## src/rtl/alu_acc_ctrl_if.sv

```systemverilog
// alu_acc_ctrl_if: command and response handshake bundle for the accumulator ALU controller
interface alu_acc_ctrl_if #(parameter int LEN = 32);
  logic           cmd_valid;
  logic           cmd_ready;
  logic [1:0]     cmd_kind;
  logic [2:0]     cmd_op;
  logic [LEN-1:0] cmd_operand;
  logic           rsp_valid;
  logic           rsp_ready;
  logic [LEN-1:0] rsp_data;
  logic           rsp_carry;
  logic           rsp_zero;
  logic           rsp_overflow;
  modport master (
    output cmd_valid, cmd_kind, cmd_op, cmd_operand, rsp_ready,
    input  cmd_ready, rsp_valid, rsp_data, rsp_carry, rsp_zero, rsp_overflow
  );
  modport slave (
    input  cmd_valid, cmd_kind, cmd_op, cmd_operand, rsp_ready,
    output cmd_ready, rsp_valid, rsp_data, rsp_carry, rsp_zero, rsp_overflow
  );
endinterface

```

## src/rtl/alu_acc_ctrl.sv

```systemverilog
// alu_acc_ctrl: accumulator ALU sequencer, one command in flight through IDLE -> CALC -> RESP
module alu_acc_ctrl #(
  parameter int LEN = 32
) (
  input  logic           clk,
  input  logic           rst_n,
  alu_acc_ctrl_if.slave  bus,
  output logic [LEN-1:0] acc_out
);
  typedef enum logic [1:0] {IDLE, CALC, RESP} state_t;
  localparam logic [1:0] K_LOAD = 2'd0;
  localparam logic [1:0] K_EXEC = 2'd1;
  localparam logic [1:0] K_READ = 2'd3;
  state_t         state, state_nx;
  logic [1:0]     kind;
  logic [2:0]     op;
  logic [LEN-1:0] opnd, acc, data, bx, res;
  logic [LEN:0]   sum;
  logic           carry, zero, ovf, cin, arith, ov, lt, eq;
  // Shared adder: subtract and both compares run as A + ~B + 1
  always_comb begin
    cin   = (op == 3'b001) || (op[2:1] == 2'b11);
    arith = (op[2:1] == 2'b00) || (op[2:1] == 2'b11);
    bx    = opnd ^ {LEN{cin}};
    sum   = {1'b0, acc} + {1'b0, bx} + {{LEN{1'b0}}, cin};
    ov    = (acc[LEN-1] == bx[LEN-1]) && (sum[LEN-1] != acc[LEN-1]);
    lt    = sum[LEN-1] ^ ov;
    eq    = sum[LEN-1:0] == '0;
    case (op)
      3'b000, 3'b001: res = sum[LEN-1:0];
      3'b010:         res = ~acc;
      3'b011:         res = acc & opnd;
      3'b100:         res = acc | opnd;
      3'b101:         res = acc ^ opnd;
      3'b110:         res = {{(LEN-1){1'b0}}, lt};
      default:        res = {{(LEN-1){1'b0}}, eq};
    endcase
  end
  always_comb begin
    state_nx = state == IDLE ? (bus.cmd_valid ? CALC : IDLE) :
               state == CALC ? RESP : (bus.rsp_ready ? IDLE : RESP);
    bus.cmd_ready = state == IDLE;
    bus.rsp_valid = state == RESP;
  end
  always_ff @(posedge clk or negedge rst_n) begin
    if (!rst_n) begin
      state <= IDLE;
      kind  <= K_LOAD;
      op    <= '0;
      opnd  <= '0;
      acc   <= '0;
      data  <= '0;
      carry <= 1'b0;
      zero  <= 1'b0;
      ovf   <= 1'b0;
    end else begin
      state <= state_nx;
      if (state == IDLE && bus.cmd_valid) begin
        kind <= bus.cmd_kind;
        op   <= bus.cmd_op;
        opnd <= bus.cmd_operand;
      end
      if (state == CALC) begin
        if (kind == K_READ) begin
          data <= acc;
        end else begin
          data  <= kind == K_LOAD ? opnd : res;
          zero  <= (kind == K_LOAD ? opnd : res) == '0;
          carry <= kind != K_LOAD && arith && (sum[LEN] ^ cin);
          ovf   <= kind != K_LOAD && arith && ov;
        end
        if (kind == K_LOAD) acc <= opnd;
        else if (kind == K_EXEC) acc <= res;
      end
    end
  end
  assign bus.rsp_data     = data;
  assign bus.rsp_carry    = carry;
  assign bus.rsp_zero     = zero;
  assign bus.rsp_overflow = ovf;
  assign acc_out          = acc;
endmodule
```

## src/flat_wrapper.sv

```systemverilog
// flat-port wrapper written by rule: the top's interface ports become plain ports
module alu_acc_ctrl_flat 
#(
  parameter int LEN = 32
)
  (clk, rst_n, acc_out, bus_cmd_valid, bus_cmd_kind, bus_cmd_op, bus_cmd_operand, bus_rsp_ready, bus_cmd_ready, bus_rsp_valid, bus_rsp_data, bus_rsp_carry, bus_rsp_zero, bus_rsp_overflow);
  alu_acc_ctrl_if #(.LEN(LEN)) bus_i ();
  input  logic clk;
  input  logic rst_n;
  output logic [LEN-1:0] acc_out;
  input wire logic [$bits(bus_i.cmd_valid)-1:0] bus_cmd_valid;
  input wire logic [$bits(bus_i.cmd_kind)-1:0] bus_cmd_kind;
  input wire logic [$bits(bus_i.cmd_op)-1:0] bus_cmd_op;
  input wire logic [$bits(bus_i.cmd_operand)-1:0] bus_cmd_operand;
  input wire logic [$bits(bus_i.rsp_ready)-1:0] bus_rsp_ready;
  output wire logic [$bits(bus_i.cmd_ready)-1:0] bus_cmd_ready;
  output wire logic [$bits(bus_i.rsp_valid)-1:0] bus_rsp_valid;
  output wire logic [$bits(bus_i.rsp_data)-1:0] bus_rsp_data;
  output wire logic [$bits(bus_i.rsp_carry)-1:0] bus_rsp_carry;
  output wire logic [$bits(bus_i.rsp_zero)-1:0] bus_rsp_zero;
  output wire logic [$bits(bus_i.rsp_overflow)-1:0] bus_rsp_overflow;
  assign bus_i.cmd_valid = bus_cmd_valid;
  assign bus_i.cmd_kind = bus_cmd_kind;
  assign bus_i.cmd_op = bus_cmd_op;
  assign bus_i.cmd_operand = bus_cmd_operand;
  assign bus_i.rsp_ready = bus_rsp_ready;
  assign bus_cmd_ready = bus_i.cmd_ready;
  assign bus_rsp_valid = bus_i.rsp_valid;
  assign bus_rsp_data = bus_i.rsp_data;
  assign bus_rsp_carry = bus_i.rsp_carry;
  assign bus_rsp_zero = bus_i.rsp_zero;
  assign bus_rsp_overflow = bus_i.rsp_overflow;
  alu_acc_ctrl #(.LEN(LEN)) u_core (.clk(clk), .rst_n(rst_n), .bus(bus_i), .acc_out(acc_out));
endmodule
```

## config.mk

```make
export PLATFORM = sky130hd
export DESIGN_NAME = alu_acc_ctrl_flat
export DESIGN_NICKNAME = d
export VERILOG_FILES = /design/src/rtl/alu_acc_ctrl_if.sv /design/src/rtl/alu_acc_ctrl.sv /design/src/flat_wrapper.sv
export SDC_FILE = /design/constraint.sdc
export NUM_CORES = 1
export LEC_CHECK = 0
export CAP_MARGIN = 20
export CORE_MARGIN = 2
export CORE_UTILIZATION = 62
export DETAILED_ROUTE_END_ITERATION = 10
export GPL_TIMING_DRIVEN = 0
export PLACE_DENSITY = 0.95
export SLEW_MARGIN = 0
export SYNTH_ARGS = -nofsm -noshare
export SYNTH_HDL_FRONTEND = slang
export SYNTH_SLANG_ARGS = --single-unit
export TNS_END_PERCENT = 10
```

## constraint.sdc

```tcl
create_clock -name clk -period 7.6 [get_ports clk]
set_input_delay 1.52 -clock clk [delete_from_list [all_inputs] [get_ports clk]]
set_output_delay 1.52 -clock clk [all_outputs]
set_load 0.01 [all_outputs]
```

==> flow_summary.json <==
{
  "drt_iter0_markers": 1410,
  "syn_area_sq_um": 9390,
  "grt.busiest_layer": "met2",
  "die_h_um": 127,
  "cp-start-kind": "register",
  "crit_path_max_incr_delay_ps": 780,
  "ys_async_sr_fraction_pct": 100,
  "period_share_pct": 84.1,
  "synth_edf_count": 0,
  "cts.sinks": 106,
  "slew_headroom_pct": 19.6,
  "yosys.area_share.simple_pct": 18.9,
  "ys_ff_latch": 106,
  "die_w_um": 127,
  "start_util_pct": 64.1,
  "skew_ps": 14.8,
  "cts_root_buffer": "clkbuf_16",
  "synth_area_leaders": "dfrtp_1 28%, ha_1 13%, o21ai_0 7.6%, nand2_1 6.4%, a21oi_1 5.1%",
  "use_met2_pct": 70.0,
  "synth_compound_area_share_pct": 27.1,
  "htreeDepth": 3,
  "use_met1_pct": 57.0,
  "dp_hpwl_um": 27500,
  "hold_viol_final": 0,
  "status": "completed",
  "tns_ps": 0,
  "cts_buffers": 9,
  "cts_resized": 0,
  "grt_use_total_pct": 45.4,
  "io_pins": 110,
  "overflow": 0,
  "avgSynthCellArea_sq_um": 7.80,
  "synth_fp_nets": 1344,
  "syn2layout_area_growth_pct": 17.9,
  "clk_pin_slew_worst_paths_ps": 80,
  "fp.dieArea_sq_um": 16100,
  "numPortBuffers": 109,
  "synth-main-ff-cell": "dfrtp_1",
  "cts_setup_buffers": 0,
  "yosysSeqAreaShare_pct": 28.3,
  "post-synth-top-area-fraction_pct": 28.3,
  "synth_xor_area_share_pct": 4.57,
  "fp.coreArea_sq_um": 14600,
  "crit_fanout": 10,
  "grt_max_degree": 67,
  "dp.cells": 1498,
  "cp_cell_sequence": "clkbuf_1, clkbuf_1, a21boi_1, clkbuf_1, xnor2_1, fa_1, a211o_1, a221o_1, and4_1, o21ai_1, a41oi_1, xnor2_1, o221ai_1, nor4_1, nor2_1, a32o_1",
  "finalMaxSlewViolations": 0,
  "fin_cells": 1514,
  "drc_errors": 0,
  "grt_pass1_wl_um": 56200,
  "yosys_warnings": 0,
  "synthCells": 1204,
  "yosys.area.top_type": "dfrtp_1",
  "synth_top_family_by_area": "compound AO/OA/AOI/OAI gates",
  "finalSetupViolCount": 0,
  "max_freq_ghz": 0.156,
  "clock_path_buffers": 2,
  "synth_cell_types": 81,
  "n_antenna_cell": 0,
  "synthMuxAreaShare_pct": 1.68,
  "use_met3_pct": 11.2,
  "drive_gt1_share_pct": 3.38,
  "viasPerCell": 6.95,
  "cap_violations": 0,
  "crit_top_cell": "clkbuf_1",
  "placementRows": 44,
  "vias": 10500,
  "clk_latency_ps": 370,
  "hold_buffers": 0,
  "yosys.area_share.adder_pct": 13.3,
  "path_class": "reg -> reg",
  "hold_class": "reg -> reg",
  "antenna_found_initial": 0,
  "gp_congestion": 1.02,
  "period_minus_slack_ps": 6390,
  "cp_data_required_time_ps": 7860,
  "worstSetupEndpointType": "register",
  "crit_arrival_ps": 6650,
  "nNetsFinal": 1465,
  "cts_tree": "yes",
  "wl_um": 36700,
  "grt_pass1_vias": 10100,
  "slowest_stage": "clkbuf_1",
  "avgRoutedWirePerCell_um": 24.3,
  "worst_pin_slew_ps": 1200,
  "rsz0062_at_grt": "no",
  "ant_nets": 0,
  "first_pass_iters": 8
}
-- kinds of logic after synthesis --
logic type                 Yosys count
and+or+nand+nor                    376
AOI/OAI and AO/OA                  405
DFF                                106
buffers and inverters              155
muxes                               14
xor gates and xnor gates            49
adders and majority gates           99
-- worst max-delay path, delay by kind of cell, from the launching register on --
family | cells | cell delay [ps]
AOI/OAI and AO/OA | 7 | 2450
buffers and inverters | 3 | 1240
and+or+nand+nor | 3 | 1090
xor gates and xnor gates | 2 | 640
adders and majority gates | 1 | 460
DFF | 1 | 410
-- placed cells by master (no fill, tap or decap), types with 5 or more instances in the layout --
| master | count |
|---|---|
| nand2_1 | 160 |
| o21ai_0 | 142 |
| clkdlybuf4s50_1 | 108 |
| dfrtp_1 | 106 |
| ha_1 | 98 |
| a21oi_1 | 96 |
| nor2_1 | 93 |
| inv_1 | 78 |
| clkbuf_1 | 71 |
| xnor2_1 | 41 |
| nor3_1 | 15 |
| nand4_1 | 15 |
| a31oi_1 | 14 |
| a21o_1 | 13 |
| o211ai_1 | 13 |
| nand2b_1 | 12 |
| a22oi_1 | 11 |
| o21a_1 | 11 |
| a211oi_1 | 11 |
| o22ai_1 | 10 |
| or3_1 | 10 |
| nor2b_1 | 9 |
| and4_1 | 9 |
| mux2i_1 | 9 |
| nand3_1 | 9 |
| clkbuf_16 | 9 |
| xor2_1 | 8 |
| and3_1 | 7 |
| buf_1 | 5 |
| or2_2 | 5 |
| a221oi_1 | 5 |
| o21ai_1 | 5 |
| o31a_1 | 5 |
| nor4_1 | 5 |
-- sequential cells by signal (all words and copies together), names as in the netlist --
name and flops:
u_core.acc_out 32, u_core.bus.rsp_carry 1, u_core.bus.rsp_data 32, u_core.bus.rsp_overflow 1, u_core.bus.rsp_zero 1, u_core.kind 2
u_core.op 3, u_core.opnd 32, u_core.state 2
-- routing by layer --
metal  share of wire (%)  wire [um]
met1                  36      13200
met2                  43      15800
met3                  12       4560
met4                 8.5       3120
met5                   0          0
-- path summary, 6_finish.rpt --
kind,startpoint,to,slack (ps),cells after the start
max,u_core.op[2]$_DFFE_PN0P_,u_core.bus.rsp_zero$_DFFE_PN0P_,1210,16
max in group asynchronous,rst_n,u_core.acc_out[28]$_DFFE_PN0P_,5720,2
max reg2reg,u_core.op[2]$_DFFE_PN0P_,u_core.bus.rsp_zero$_DFFE_PN0P_,1210,16
min reg2reg,u_core.bus.rsp_data[28]$_DFFE_PN0P_,u_core.bus.rsp_data[28]$_DFFE_PN0P_,480,2
min in group asynchronous,rst_n,u_core.bus.rsp_data[4]$_DFFE_PN0P_,1150,1
min,u_core.bus.rsp_data[28]$_DFFE_PN0P_,u_core.bus.rsp_data[28]$_DFFE_PN0P_,480,2
-- layout make-up --
class                           instances  area, sq um
Multi-Input combinational cell        943         6150
Fill cell                            1029         3580
Sequential cell                       106         2650
Timing Repair Buffer                  110         1120
Inverter                               78          293
Buffer                                 77          292
Tap cell                              184          230
Clock buffer                           10          229
Clock inverter                          6          103
-- metrics by stage --
stage | util [%] | worst slack, ps | area (sq um) | hold slack, ps
2_1_floorplan | - | 2960 | 9390 | 469
3_3_place_gp | 73.1 | 994 | 10700 | 455
3_5_place_dp | 73.3 | 1490 | 10700 | 469
4_1_cts | 75.5 | 1480 | 11100 | 486
5_1_grt | 75.5 | 1080 | 11100 | 521
6_report | 75.5 | 1210 | 11100 | 485
-- cell usage after synthesis, types with 7 or more instances --
master	number
nand2_1	160
o21ai_0	142
dfrtp_1	106
ha_1	98
a21oi_1	96
nor2_1	93
inv_1	78
clkbuf_1	70
xnor2_1	41
nand4_1	15
nor3_1	15
a31oi_1	14
a21o_1	13
o211ai_1	13
nand2b_1	12
a211oi_1	11
a22oi_1	11
o21a_1	11
o22ai_1	10
or3_1	10
and4_1	9
mux2i_1	9
nand3_1	9
nor2b_1	9
xor2_1	8
and3_1	7
Power is left out: the tool's default activity adds up to more than one toggle a clock period on the data nets, which glitch-free logic cannot reach.
